$ cat src/rtl/apb_rr_arbiter_if.sv
// APB master-port bundle between the round-robin arbiter and the downstream slave.
// The arbiter drives select/enable/command and the slave drives ready/data/error.
interface apb_rr_arbiter_if #(
  parameter int AW = 32,
  parameter int DW = 32
);
  logic          psel;
  logic          penable;
  logic [AW-1:0] paddr;
  logic          pwrite;
  logic [DW-1:0] pwdata;
  logic          pready;
  logic [DW-1:0] prdata;
  logic          pslverr;

  modport master (
    output psel, penable, paddr, pwrite, pwdata,
    input  pready, prdata, pslverr
  );

  modport slave (
    input  psel, penable, paddr, pwrite, pwdata,
    output pready, prdata, pslverr
  );
endinterface

$ cat src/rtl/apb_rr_arbiter.sv
// Two-requester round-robin arbiter that sequences one APB transfer at a time,
// with a wait-state watchdog that forces an error when the slave never answers.
module apb_rr_arbiter #(
  parameter int AW      = 32,
  parameter int DW      = 32,
  parameter int CW      = 8,
  parameter int TIMEOUT = 16
) (
  input  logic            clk,
  input  logic            rst,
  input  logic            req0_valid,
  input  logic [AW-1:0]   req0_addr,
  input  logic            req0_write,
  input  logic [DW-1:0]   req0_wdata,
  output logic            req0_done,
  input  logic            req1_valid,
  input  logic [AW-1:0]   req1_addr,
  input  logic            req1_write,
  input  logic [DW-1:0]   req1_wdata,
  output logic            req1_done,
  output logic [DW-1:0]   rdata,
  output logic            slverr,
  output logic [1:0]      grant,
  apb_rr_arbiter_if.master apb
);

  typedef enum logic [1:0] {S_IDLE, S_SETUP, S_ACCESS, S_DONE} state_t;

  localparam bit            WD_ON   = (TIMEOUT != 0);
  localparam logic [CW-1:0] WD_LAST = CW'(TIMEOUT - 1);

  state_t        state;
  logic          last;
  logic [CW-1:0] count;
  logic          pick1;

  // On a tie the requester that did not win last time takes the bus.
  always_comb begin
    pick1 = req1_valid && (!req0_valid || !last);
  end

  // NOTE: all state here is updated with non-blocking assignments so every
  // branch sees the values from before this edge, whatever the statement order.
  always_ff @(posedge clk or posedge rst) begin
    if (rst) begin
      state       <= S_IDLE;
      last        <= 1'b1;
      count       <= '0;
      grant       <= 2'b00;
      req0_done   <= 1'b0;
      req1_done   <= 1'b0;
      rdata       <= '0;
      slverr      <= 1'b0;
      apb.psel    <= 1'b0;
      apb.penable <= 1'b0;
      apb.paddr   <= '0;
      apb.pwrite  <= 1'b0;
      apb.pwdata  <= '0;
    end else begin
      // NOTE: done pulses default low here so they can only last one cycle.
      req0_done <= 1'b0;
      req1_done <= 1'b0;
      unique case (state)
        S_IDLE: begin
          count <= '0;
          if (req0_valid || req1_valid) begin
            apb.paddr  <= pick1 ? req1_addr  : req0_addr;
            apb.pwrite <= pick1 ? req1_write : req0_write;
            apb.pwdata <= pick1 ? req1_wdata : req0_wdata;
            grant      <= pick1 ? 2'b10 : 2'b01;
            last       <= pick1;
            apb.psel   <= 1'b1;
            state      <= S_SETUP;
          end
        end
        S_SETUP: begin
          apb.penable <= 1'b1;
          state       <= S_ACCESS;
        end
        S_ACCESS: begin
          // Slave response beats the watchdog when both land in the same cycle.
          if (apb.pready) begin
            rdata       <= apb.prdata;
            slverr      <= apb.pslverr;
            apb.psel    <= 1'b0;
            apb.penable <= 1'b0;
            req0_done   <= grant[0];
            req1_done   <= grant[1];
            state       <= S_DONE;
          end else if (WD_ON && count == WD_LAST) begin
            slverr      <= 1'b1;
            apb.psel    <= 1'b0;
            apb.penable <= 1'b0;
            req0_done   <= grant[0];
            req1_done   <= grant[1];
            state       <= S_DONE;
          end else begin
            count <= count + CW'(1);
          end
        end
        S_DONE: begin
          grant <= 2'b00;
          count <= '0;
          state <= S_IDLE;
        end
        default: state <= S_IDLE;
      endcase
    end
  end

endmodule

$ cat src/flat_wrapper.sv
// flat-port wrapper written by rule: the top's interface ports become plain ports
module apb_rr_arbiter_flat 
#(
  parameter int AW      = 32,
  parameter int DW      = 32,
  parameter int CW      = 8,
  parameter int TIMEOUT = 16
)
  (clk, rst, req0_valid, req0_addr, req0_write, req0_wdata, req0_done, req1_valid, req1_addr, req1_write, req1_wdata, req1_done, rdata, slverr, grant, apb_psel, apb_penable, apb_paddr, apb_pwrite, apb_pwdata, apb_pready, apb_prdata, apb_pslverr);
  apb_rr_arbiter_if #(.AW(AW), .DW(DW)) apb_i ();
  input  logic clk;
  input  logic rst;
  input  logic req0_valid;
  input  logic [AW-1:0] req0_addr;
  input  logic req0_write;
  input  logic [DW-1:0] req0_wdata;
  output logic req0_done;
  input  logic req1_valid;
  input  logic [AW-1:0] req1_addr;
  input  logic req1_write;
  input  logic [DW-1:0] req1_wdata;
  output logic req1_done;
  output logic [DW-1:0] rdata;
  output logic slverr;
  output logic [1:0] grant;
  output wire logic [$bits(apb_i.psel)-1:0] apb_psel;
  output wire logic [$bits(apb_i.penable)-1:0] apb_penable;
  output wire logic [$bits(apb_i.paddr)-1:0] apb_paddr;
  output wire logic [$bits(apb_i.pwrite)-1:0] apb_pwrite;
  output wire logic [$bits(apb_i.pwdata)-1:0] apb_pwdata;
  input wire logic [$bits(apb_i.pready)-1:0] apb_pready;
  input wire logic [$bits(apb_i.prdata)-1:0] apb_prdata;
  input wire logic [$bits(apb_i.pslverr)-1:0] apb_pslverr;
  assign apb_psel = apb_i.psel;
  assign apb_penable = apb_i.penable;
  assign apb_paddr = apb_i.paddr;
  assign apb_pwrite = apb_i.pwrite;
  assign apb_pwdata = apb_i.pwdata;
  assign apb_i.pready = apb_pready;
  assign apb_i.prdata = apb_prdata;
  assign apb_i.pslverr = apb_pslverr;
  apb_rr_arbiter #(.AW(AW), .DW(DW), .CW(CW), .TIMEOUT(TIMEOUT)) u_core (.clk(clk), .rst(rst), .req0_valid(req0_valid), .req0_addr(req0_addr), .req0_write(req0_write), .req0_wdata(req0_wdata), .req0_done(req0_done), .req1_valid(req1_valid), .req1_addr(req1_addr), .req1_write(req1_write), .req1_wdata(req1_wdata), .req1_done(req1_done), .rdata(rdata), .slverr(slverr), .grant(grant), .apb(apb_i));
endmodule
$ cat config.mk
export PLATFORM = sky130hd
export DESIGN_NAME = apb_rr_arbiter_flat
export DESIGN_NICKNAME = d
export VERILOG_FILES = /design/src/rtl/apb_rr_arbiter_if.sv /design/src/rtl/apb_rr_arbiter.sv /design/src/flat_wrapper.sv
export SDC_FILE = /design/constraint.sdc
export NUM_CORES = 1
export LEC_CHECK = 0
export CORE_MARGIN = 5
export CORE_UTILIZATION = 44
export CTS_BUF_LIST = sky130_fd_sc_hd__clkbuf_4 sky130_fd_sc_hd__clkbuf_8
export CTS_CLUSTER_SIZE = 16
export DETAILED_ROUTE_END_ITERATION = 16
export GPL_ROUTABILITY_DRIVEN = 0
export HOLD_SLACK_MARGIN = 0.02
export PLACE_DENSITY = 0.88
export SYNTH_ARGS = -nofsm -noshare
export SYNTH_HDL_FRONTEND = slang
export SYNTH_SLANG_ARGS = --single-unit
export TNS_END_PERCENT = 20
$ cat constraint.sdc
create_clock -name clk -period 11.8 [get_ports clk]
set_clock_uncertainty 0.05 [all_clocks]
set_input_delay 2.36 -clock clk [delete_from_list [all_inputs] [get_ports clk]]
set_output_delay 2.36 -clock clk [all_outputs]
set_load 0.05 [all_outputs]
Word-level counts from Yosys, hierarchy flattened
Index checks and enable logic that the tools add are counted.
W data, S select, Z words.
- register bits: 115
- input port bits: 168
- word-level logic and storage cells: 68
- $add $sub $neg: 1
- eq/ne operators: 8
- multiplexer cells: 26
- reductions and logical operators: 20
- operator list (cell ; count):
    $mux W32 ; 2
    $mux W8 ; 2
    $pmux W8 S2 ; 1
    $mux W1 ; 12
    $reduce_and A2 Y1 ; 6
    $mux W2 ; 5
    $reduce_bool A2 Y1 ; 5
    $add A8 B1 Y8 const B ; 1
    $eq A8 B4 Y1 const B ; 1
    $pmux W2 S4 ; 1
    $reduce_and A3 Y1 ; 2
    $eq A2 B2 Y1 const B ; 2
    $ne A2 B2 Y1 const B ; 2
    $pmux W1 S2 ; 2
    $pmux W2 S2 ; 1
    $ne A3 B2 Y1 const B ; 1
    $eq A2 B1 Y1 const B ; 1
    $logic_not A1 Y1 ; 2
    $logic_not A2 Y1 ; 1
    $logic_or A1 B1 Y1 ; 2
    $ne A2 B1 Y1 const B ; 1
    $reduce_or A2 Y1 ; 1
    $logic_and A1 B1 Y1 ; 1

Logic depth before layout (Yosys ltp)
Gate-level depths: netlist of run 1.
- depth in word-level cells: 6
- mapped depth: 8
- gate-level depth less buffers: 6

Least setup slack after synthesis of run 1
No wires, ideal clock.
- kind: input to register
- start: in req1_valid
- end: reg u_core.apb.paddr[10]
- library setup time: 0.132 ns
- arrival: 3.244 ns
- data required time: 11.618 ns
- setup slack: 8.374 ns
- cell stages on the path: 5
- buffers on the path: 2
- cells stage by stage: a21boi_1 buf_4 buf_4 mux2i_1 o21ai_1
- word-level cells in the longest chain between the ends: 2
- ends and longest elaborated chain (what ; line ; text):
    start: declaration ; flat_wrapper.sv:18 ; input logic req1_valid;
    $logic_and A1 B1 Y1 or $logic_or A1 B1 Y1 (tied branches) ; apb_rr_arbiter.sv:39, apb_rr_arbiter.sv:66 ;
    $mux W32 or $reduce_and A2 Y1 (tied branches) ; -- ;
    end signal: assignment ; apb_rr_arbiter.sv:67 ; apb.paddr <= pick1 ? req1_addr : req0_addr;
    end: declaration ; apb_rr_arbiter_if.sv:17 ; output psel, penable, paddr, pwrite, pwdata,
Parallel ways exist; a longest one is shown, timed or not.
A chain may end at the register's enable or synchronous reset.

Worst setup path after layout of run 1
- start: in req1_valid
- end: reg u_core.apb.pwdata[23]
- word-level cells in the longest chain between the ends: 2
- ends and longest elaborated chain (what ; line ; text):
    $logic_and A1 B1 Y1 or $logic_or A1 B1 Y1 (tied branches) ; apb_rr_arbiter.sv:39, apb_rr_arbiter.sv:66 ;
    $mux W32 or $reduce_and A2 Y1 (tied branches) ; -- ;
    end signal: assignment ; apb_rr_arbiter.sv:69 ; apb.pwdata <= pick1 ? req1_wdata : req0_wdata;
    end: declaration ; apb_rr_arbiter_if.sv:17 ;
Parallel ways exist; a longest one is shown, timed or not.

==> summary.txt, run 1 <==
Layout
  • Area Growth Syn to Fin: 64.0%
  • Fillers: between 700 and 800
  • Share of layout cells above drive strength 1: 0.110
  • FF+latch area: around 2900 um^2
  • Final net count: 881
  • Fin cells: around 870
  • Area of the multi-input gates: approximately 2000 um^2

Clock tree
  • Post-CTS Setup Inserts: 0
  • Clock sinks: ~120
  • H-tree levels: 4
  • Reg clk slew, reported paths: roughly 60 ps
  • Post-CTS Resized: 0
  • Post-CTS Hold Fix Bufs: 0
  • Num CTS Buffers: 17
  • CTS root buf: clkbuf_8
  • CTS max path bufs: 2
  • CTS tree: built
  • Worst-skew pair later-pin latency: about 430 ps

Synthesis
  • Mapped Nets: a little over 600
  • Post-synthesis sequential area ratio: 0.569
  • Cells after Synth: 442
  • #FFs+latches synth: about 120
  • Synth top area share: 0.564
  • Mapped cell area: ~5000 um^2
  • Syn Area/Cell: around 11 um^2
  • Dominant cell type by area after synthesis: dfrtp_1
  • Synth Warn #: 0
  • Top post-synthesis cells by area: dfrtp_1, mux2i_1, mux2_2
  • Synth cell types: 36

Place
  • DP Wirelength: ~12000 um
  • Number of port buffers: approximately 270
  • DP Cell Count: between 800 and 900

Floorplan
  • Initial core utilization: 0.445
  • I/O pin count: 272
  • Core ar.: 11400 um^2
  • Row cnt: 39
  • Die width: 117 um
  • Die Span Y: 117 um
  • Die ar.: about 14000 um^2

Power and ir drop
  • Comb power frac: 0.576
  • Sequential power share: 0.275
  • Clock network power share: 0.149
  • PwrDens: around 300 nW/um^2
  • Cell internal pwr: approximately 0.0013 W
  • LEAKAGE: between 3 and 4 nW
  • Worst vdd ir: 0.227 mV
  • Sw Share: 0.476
  • Sw Pwr: about 0.0012 W
  • Pwr Total: about 0.0025 W

Timing
  • Final setup viols: 0
  • Pins Over Slew Limit: 0
  • Final min period: roughly 4700 ps
  • Tcrit/Tclk final: 0.397
  • Worst Max-Slew Pin Slew: 1010 ps
  • RSZ-0062 raised after global routing: no
  • Setup TNS: 0 ps
  • Fmax: approximately 210 MHz
  • Final hold violation count: 0
  • Slew margin rel.: 0.326

Run status
  • Status: finished, final reports clean

Global route
  • Initial antenna violation count: 0
  • Largest net degree at the start of global routing: 80
  • Gr ovfl total: 0
  • GRT Overall Usage: 0.222
  • Vias in the first global route: 4652
  • First-pass GRT wire length: around 23000 um

Routing
  • Routed WL per cell: roughly 18 um
  • DRT Pass-1 Iters: 4
  • Routed WL: between 15000 and 20000 um
  • Vias per cell: roughly 5
  • Remaining antenna violation count: 0
  • Drt drc: 0
  • DRT iter0 DRCs: 219
  • Vias: between 4000 and 5000

Hold path
  • Worst hold path type: register to register

Critical path
  • Arr. time, crit path: between 4000 and 5000 ps
  • Startpoint Class: primary input
  • Type of the worst setup path: primary input to register
  • Crit-path max FO: between 40 and 50
  • Data required time of the critical path: between 10000 and 15000 ps
  • CP Capture Type: register

Job
  • Max cap viols: 0
per-stage QoR:
step	hold WS [ps]	setup slack [ps]	util	cell area (um^2)
floorplan	433	6350	-	5060
global placement	412	6740	0.693	7880
detailed placement	420	6680	0.693	7880
CTS	435	7140	0.730	8300
global route	450	6970	0.730	8300
finish	428	7120	0.730	8300
cell usage in the layout, fill, tap and decap left out, drive strengths merged, types with 4 or more instances in the layout:
cell             n
inv              6
mux2i           66
o21ai           77
nand3            4
dfrtp          114
mux2            32
clkbuf          30
nand2           73
buf              5
clkdlybuf4s50  271
ha               5
cells in the mapped netlist, drive strengths merged:
cell      n
or4       1
nand3     4
mux2i    66
o21ai    77
o22ai     1
o41ai     2
o31ai     3
a221o     1
nand2b    1
and4      1
clkbuf   13
nand2    73
nor2      3
nor3b     1
ha        5
a21oi     3
o221ai    2
or2       1
mux2     32
and2      2
a21boi    1
buf      16
dfrtp   114
nor2b     1
o21a      1
and3      2
inv       6
nand3b    1
nand4     1
nor4      1
dfstp     1
a31oi     3
o22a      2
state kept, by name, indices dropped and copies added (netlist names), 2 cells and up:
register           flops
u_core.state           2
u_core.apb.pwdata     32
u_core.grant           2
u_core.rdata          32
u_core.apb.paddr      32
u_core.count           8
logic make-up after synthesis:
kind of cell             count (synthesis)  share of synthesized area
AND/OR/NAND/NOR                         93                     0.0786
buffers and inverters                   35                     0.0319
multiplexers                            98                      0.202
AO/OA/AOI/OAI                           96                      0.107
adder cells (fa/ha/maj)                  5                     0.0124
flip-flops                             115                      0.569
layout make-up:
type,count,share of cell area
clock inverters,2,0.00422
diodes,1,0.000301
multi-input cells,292,0.246
repair buffers,276,0.331
well taps,143,0.0215
inverters,6,0.00301
clock buffers,30,0.0467
flip-flops and latches,115,0.347
critical path, cell delays in order:
cell             delay (ps)
clkdlybuf4s50_1         570
a21boi_4                830
buf_4                   730
mux2i_1                 260
o21ai_0                 110
worst paths after layout:
kind | to | depth (start not counted) | from | slack, ps
worst min-delay path | u_core.apb.pwdata[25]$_DFFE_PP0P_ | 2 | u_core.apb.pwdata[25]$_DFFE_PP0P_ | 430
worst max register to register | u_core.apb.pwdata[23]$_DFFE_PP0P_ | 4 | u_core.last$_DFFE_PP1P_ | 9280
worst min register to register | u_core.apb.pwdata[25]$_DFFE_PP0P_ | 2 | u_core.apb.pwdata[25]$_DFFE_PP0P_ | 430
max in group asynchronous | u_core.apb.paddr[25]$_DFFE_PP0P_ | 3 | rst | 8060
min in group asynchronous | u_core.rdata[22]$_DFFE_PP0P_ | 2 | rst | 2250
worst max-delay path | u_core.apb.pwdata[23]$_DFFE_PP0P_ | 5 | req1_valid | 7120
routing by layer:
layer | track usage | vias up | routed length (um)
met5 | 0 | - | 0
met4 | 0.102 | 0 | 465
met1 | 0.223 | 2028 | 5320
met3 | 0.0956 | 32 | 1510
li1 | - | 2077 | -
met2 | 0.396 | 183 | 8060
power groups by stage:
| stage | Combinational [W] | Clock, W | Sequential, W |
|---|---|---|---|
| after global placement | 0.00143 | 0 | 0.000680 |
| final | 0.00144 | 0.000373 | 0.000688 |
| after global routing | 0.00152 | 0.000403 | 0.000710 |
| after detailed placement | 0.00145 | 0 | 0.000691 |
| after CTS | 0.00146 | 0.000385 | 0.000688 |
| after floorplan | 0.000357 | 0 | 0.00127 |
Power figures use the tool's default switching activity.
==> run 2, diff against run 1 <==
CORE_UTILIZATION = 37   (was 44)
PLACE_DENSITY = 0.79   (was 0.88)
clock period = 3.9 ns   (was 11.8 ns; I/O delays follow)
==> summary.txt, run 2 (same netlist as run 1, synthesis figures left out) <==
Run status
  • Status: finished, final reports clean

Routing
  • DRT iter0 DRCs: between 150 and 200
  • Vias per cell: 4.76
  • DRT Pass-1 Iters: 4
  • Remaining antenna violation count: 0
  • Met3 WL: 1300 um
  • Routed WL per cell: 16.5 um
  • Wire length on met1: around 5400 um
  • Routed wl met2: roughly 7900 um
  • Routed WL: about 15000 um
  • Vias: around 4300
  • Drt drc: 0
  • Top Metal Used: met4

Timing
  • Worst hold margin: 429 ps
  • Fmax: between 400 and 500 MHz
  • Pins Over Slew Limit: 0
  • Setup TNS: 0 ps
  • Final hold violation count: 0
  • Slew margin rel.: 0.531
  • Final setup viols: 0
  • Worst Max-Slew Pin Slew: 704 ps
  • RSZ-0062 raised after global routing: no
  • Tcrit/Tclk final: 0.638
  • Final min period: 2490 ps

Critical path
  • R2r worst-path depth: 6
  • CP Capture Type: primary output
  • Critical-path cell list: clkdlybuf4s50_1
  • RR Endpoint: u_core.count[6]$_DFFE_PP0P_
  • Startpoint Class: register
  • Max incr delay on CP: approximately 830 ps
  • Crit path max-delay family: buffers and inverters
  • Crit-path max FO: 2
  • Reg2reg start: u_core.state[0]$_DFFE_PP0P_
  • Arr. time, crit path: 1660 ps
  • CP Buf/Inv Count: 1
  • Type of the worst setup path: register to primary output
  • Slowest CP cell: clkdlybuf4s50_1
  • Data required time of the critical path: between 3000 and 4000 ps
  • Reg2Reg Setup Slack: between 1500 and 2000 ps
  • CP Depth: 1

Floorplan
  • I/O pin count: 272
  • Die width: between 100 and 150 um
  • Die Span Y: between 100 and 150 um
  • Core ar.: approximately 13000 um^2
  • Die ar.: approximately 16000 um^2
  • Row cnt: between 40 and 50
  • Initial core utilization: 0.379

Power and ir drop
  • Sw Share: 0.489
  • Comb power frac: 0.585
  • Pwr Total: around 0.0075 W
  • PwrDens: roughly 900 nW/um^2
  • Worst vdd ir: approximately 0.46 mV
  • Cell internal pwr: 0.00382 W
  • Sw Pwr: around 0.0037 W
  • Sequential power share: 0.280
  • Clock network power share: 0.135
  • LEAKAGE: about 3.6 nW

Clock tree
  • Reg clk slew, reported paths: 70 ps
  • Post-CTS Hold Fix Bufs: 0
  • Post-CTS Resized: 0
  • Post-CTS Setup Inserts: 0
  • Worst-skew pair later-pin latency: around 440 ps
  • H-tree levels: 4
  • CTS root buf: clkbuf_8
  • Clock sinks: ~120
  • CTS max path bufs: 2
  • CTS tree: built
  • Num CTS Buffers: 17

Layout
  • Share of layout cells above drive strength 1: 0.111
  • N_diodes: 0
  • Most frequent cells in the layout: clkdlybuf4s50_1, dfrtp_1, nand2_1, mux2i_1, o21ai_0
  • Area Growth Syn to Fin: 64.3%
  • Final net count: around 880
  • Most common cell after layout, fill and taps aside: clkdlybuf4s50_1
  • Leading registers by flop count: u_core.apb.paddr x32, u_core.apb.pwdata x32, u_core.rdata x32
  • Final Util: 0.623
  • Post-route cell area: 8320 um^2
  • Fillers: between 1000 and 1500

Global route
  • Largest net degree at the start of global routing: between 80 and 90
  • Gr ovfl total: 0
  • Vias in the first global route: 4595
  • Initial antenna violation count: 0
  • GRT Overall Usage: 0.182
  • First-pass GRT wire length: 23000 um

Job
  • Max cap viols: 0

Hold path
  • Worst hold path type: register to register
  • Hold Path End: u_core.apb.pwdata[19]$_DFFE_PP0P_
  • WHS Path Cells: 2
  • Hold path startpoint: u_core.apb.pwdata[19]$_DFFE_PP0P_

Place
  • Post-DP Area: ~8000 um^2
  • DP Wirelength: between 10000 and 15000 um
  • Number of port buffers: roughly 270
## run 2: cell count changes in the layout (fill, tap and decap cells not counted)
cell	previous run	this run
clkbuf_8	26	18
clkinv_2	1	5
clkinv_4	0	4
clkbuf_4	4	1
clkinvlp_4	0	3
buf_12	0	2
buf_4	5	4
diode_2	1	0
## run 2: stage by stage
stage          instances  worst slack, ps
2_1_floorplan        442             27.6
4_1_cts              898             1360
3_3_place_gp         866             1230
5_1_grt              898             1350
6_report             898             1410
3_5_place_dp         866             1160
## run 2: cell type report
type | count | area [um^2] | share of cell area
Clock buffer | 19 | 255 | 0.0307
Clock inverter | 13 | 113 | 0.0135
Sequential cell | 115 | 2880 | 0.346
Multi-Input combinational cell | 292 | 2040 | 0.246
Tap cell | 176 | 220 | 0.0265
Timing Repair Buffer | 277 | 2780 | 0.334
Inverter | 6 | 25.0 | 0.00301
## run 2: worst register-to-register path, cell delays in order, from the launching register on
cell and delay [ps]:
dfrtp_1 400, inv_1 80, ha_1 290, and4_4 220
a221o_1 470, or2_4 330, o31ai_2 200
## run 2: worst max-delay path by stage
stage,startpoint,to,slack [ps]
3_5_place_dp,req1_valid,u_core.apb.pwdata[23]$_DFFE_PP0P_,1160
6_report,u_core.apb.pwdata[0]$_DFFE_PP0P_,apb_pwdata[0],1410
5_1_grt,u_core.apb.paddr[25]$_DFFE_PP0P_,apb_paddr[25],1350
4_1_cts,u_core.apb.pwdata[0]$_DFFE_PP0P_,apb_pwdata[0],1360
2_1_floorplan,rst,u_core.apb.paddr[0]$_DFFE_PP0P_,30
3_3_place_gp,req1_valid,u_core.apb.pwdata[23]$_DFFE_PP0P_,1230
## run 2: metal layers
metal,track usage,up-vias
met5,0,-
met4,0.0700,0
met3,0.0755,17
met2,0.329,170
met1,0.188,2008
li1,-,2075
## run 2: power by group through the flow
stage / clock network, W / logic (W) / registers [W]
after floorplan: 0 / 0.00108 / 0.00385
after CTS: 0.00104 / 0.00442 / 0.00209
after global routing: 0.00110 / 0.00460 / 0.00216
final: 0.00101 / 0.00437 / 0.00209
after global placement: 0 / 0.00435 / 0.00207
after detailed placement: 0 / 0.00441 / 0.00211
==> run 3, diff against run 2 <==
clock period = 2 ns   (was 3.9 ns; I/O delays follow)
==> summary.txt, run 3 (same netlist as run 1, synthesis figures left out) <==
Layout
  • N_diodes: 0
  • Area Growth Syn to Fin: 65.0%
  • Final net count: just under 900
  • Most frequent cells in the layout: clkdlybuf4s50_1, dfrtp_1, nand2_1, mux2i_1, dlygate4sd2_1
  • Most common cell after layout, fill and taps aside: clkdlybuf4s50_1
  • Share of layout cells above drive strength 1: 0.180
  • Fillers: about 1100
  • Leading registers by flop count: u_core.apb.paddr x32, u_core.apb.pwdata x32, u_core.rdata x32
  • Final Util: 0.626

Timing
  • RSZ-0062 raised after global routing: no
  • Worst Max-Slew Pin Slew: 536 ps
  • Final min period: between 1500 and 2000 ps
  • Final setup viols: 0
  • Pins Over Slew Limit: 0
  • Tcrit/Tclk final: 0.931
  • Slew margin rel.: 0.644
  • Final hold violation count: 0
  • Setup TNS: 0 ps
  • Fmax: about 540 MHz

Critical path
  • Reg2Reg Setup Slack: around 140 ps
  • RR Endpoint: u_core.count[6]$_DFFE_PP0P_
  • Start point of the critical path: u_core.count[0]$_DFFE_PP0P_
  • Max incr delay on CP: around 420 ps
  • Crit-path max FO: 5
  • Slowest CP cell: dfrtp_1
  • Data required time of the critical path: about 2300 ps
  • Reg2reg start: u_core.count[0]$_DFFE_PP0P_
  • CP Capture Type: register
  • Type of the worst setup path: register to register
  • CP Buf/Inv Count: 0
  • Crit path max-delay family: compound AO/OA/AOI/OAI gates
  • Arr. time, crit path: about 2100 ps
  • R2r worst-path depth: 5
  • Startpoint Class: register
  • CP Depth: 5
  • Critical-path cell list: ha_1, and4_4, a221o_1, or2_4, o31ai_2
  • CP Capture Point: u_core.count[6]$_DFFE_PP0P_

Floorplan
  • Die width: around 130 um
  • Initial core utilization: 0.379
  • I/O pin count: ~270
  • Die ar.: around 16000 um^2
  • Core ar.: between 10000 and 15000 um^2
  • Die Span Y: between 100 and 150 um
  • Row cnt: 42

Global route
  • GRT Overall Usage: 0.193
  • Vias in the first global route: 4854
  • Largest net degree at the start of global routing: 83
  • Gr ovfl total: 0
  • First-pass GRT wire length: between 20000 and 25000 um
  • Initial antenna violation count: 0

Clock tree
  • CTS root buf: clkbuf_8
  • Reg clk slew, reported paths: about 70 ps
  • Post-CTS Setup Inserts: 0
  • Worst-skew pair later-pin latency: between 400 and 500 ps
  • CTS tree: built
  • CTS max path bufs: 2
  • Num CTS Buffers: 17
  • Post-CTS Hold Fix Bufs: 0
  • Clock sinks: 115
  • H-tree levels: 4

Job
  • Max cap viols: 0

Power and ir drop
  • Worst vdd ir: between 0.8 and 0.9 mV
  • LEAKAGE: ~3.9 nW
  • PwrDens: between 1500 and 2000 nW/um^2

Run status
  • Status: finished, final reports clean

Routing
  • Remaining antenna violation count: 0
  • Vias per cell: around 4.8
  • DRT Pass-1 Iters: 5
  • Vias: approximately 4400
  • Routed WL: ~15000 um
  • Routed WL per cell: ~17 um
  • Drt drc: 0
  • DRT iter0 DRCs: ~160

Hold path
  • Worst hold path type: primary input to async pin

Place
  • DP Wirelength: around 12000 um
  • Number of port buffers: ~270
[run 3: cell types whose count changed in the layout (fill, tap and decap cells not counted), sizes merged]
cell           before  now
clkbuf             19   22
buf                 6   58
dlygate4sd2         0   62
clkdlybuf4s50     271  167
clkinvlp            3    2
bufinv              1    4
clkinv              9    5
inv                 6    5
[run 3: power by group]
| part | internal [W] | switching (W) |
|---|---|---|
| clock network | 0.00144 | 0.000920 |
| registers | 0.00343 | 0.000610 |
| logic | 0.00258 | 0.00557 |
[run 3: how the worst min path moves through the flow]
stage / startpoint / end / slack [ps] / cells past startpoint
CTS: rst / u_core.rdata[20]$_DFFE_PP0P_ / 210 / 2
detailed placement: u_core.apb.pwdata[10]$_DFFE_PP0P_ / u_core.apb.pwdata[10]$_DFFE_PP0P_ / 420 / 2
global route: rst / u_core.rdata[20]$_DFFE_PP0P_ / 220 / 2
global placement: u_core.apb.pwdata[12]$_DFFE_PP0P_ / u_core.apb.pwdata[12]$_DFFE_PP0P_ / 410 / 2
finish: rst / u_core.rdata[20]$_DFFE_PP0P_ / 240 / 2
floorplan: req0_valid / u_core.last$_DFFE_PP1P_ / 420 / 1
[run 3: metal layers]
layer / GRT usage / part of all wire
met5: 0 / 0
met2: 0.342 / 0.52
met1: 0.203 / 0.36
met4: 0.0864 / 0.032
met3: 0.0722 / 0.087
[run 3: worst reg2reg max path: cells and delay by family (launching register included)]
| family | cells | cell delay (ps) |
|---|---|---|
| compound gates | 2 | 550 |
| simple gates | 2 | 460 |
| flops | 1 | 420 |
| fa+ha+maj | 1 | 290 |
[run 3: area by class of cell]
class | count | area (um^2) | share of cell area
inverter | 6 | 26.3 | 0.00315
multi-input combinational | 292 | 2040 | 0.245
tap | 176 | 220 | 0.0264
clock buffer | 22 | 278 | 0.0332
timing repair buffer | 287 | 2750 | 0.329
clock inverter | 10 | 156 | 0.0187
sequential | 115 | 2880 | 0.345
[run 3: stage by stage]
step | area [um^2] | power (W) | std cells | setup slack [ps] | hold WS (ps)
final | 8350 | 0.0145 | 908 | 138 | 238
after floorplan | 5070 | 0.00962 | 442 | 148 | 420
after detailed placement | 8000 | 0.0127 | 876 | -34.0 | 420
after global routing | 8350 | 0.0154 | 908 | 44.1 | 218
after global placement | 8000 | 0.0125 | 876 | 46.6 | 412
after CTS | 8350 | 0.0147 | 908 | 141 | 206
[run 3: repair_timing]
item | 4_1_cts | 5_1_grt
setup endpoints to repair | 62 | 0
endpoints found under the hold margin | 0 | 0
gates resized for setup | 62 | 0
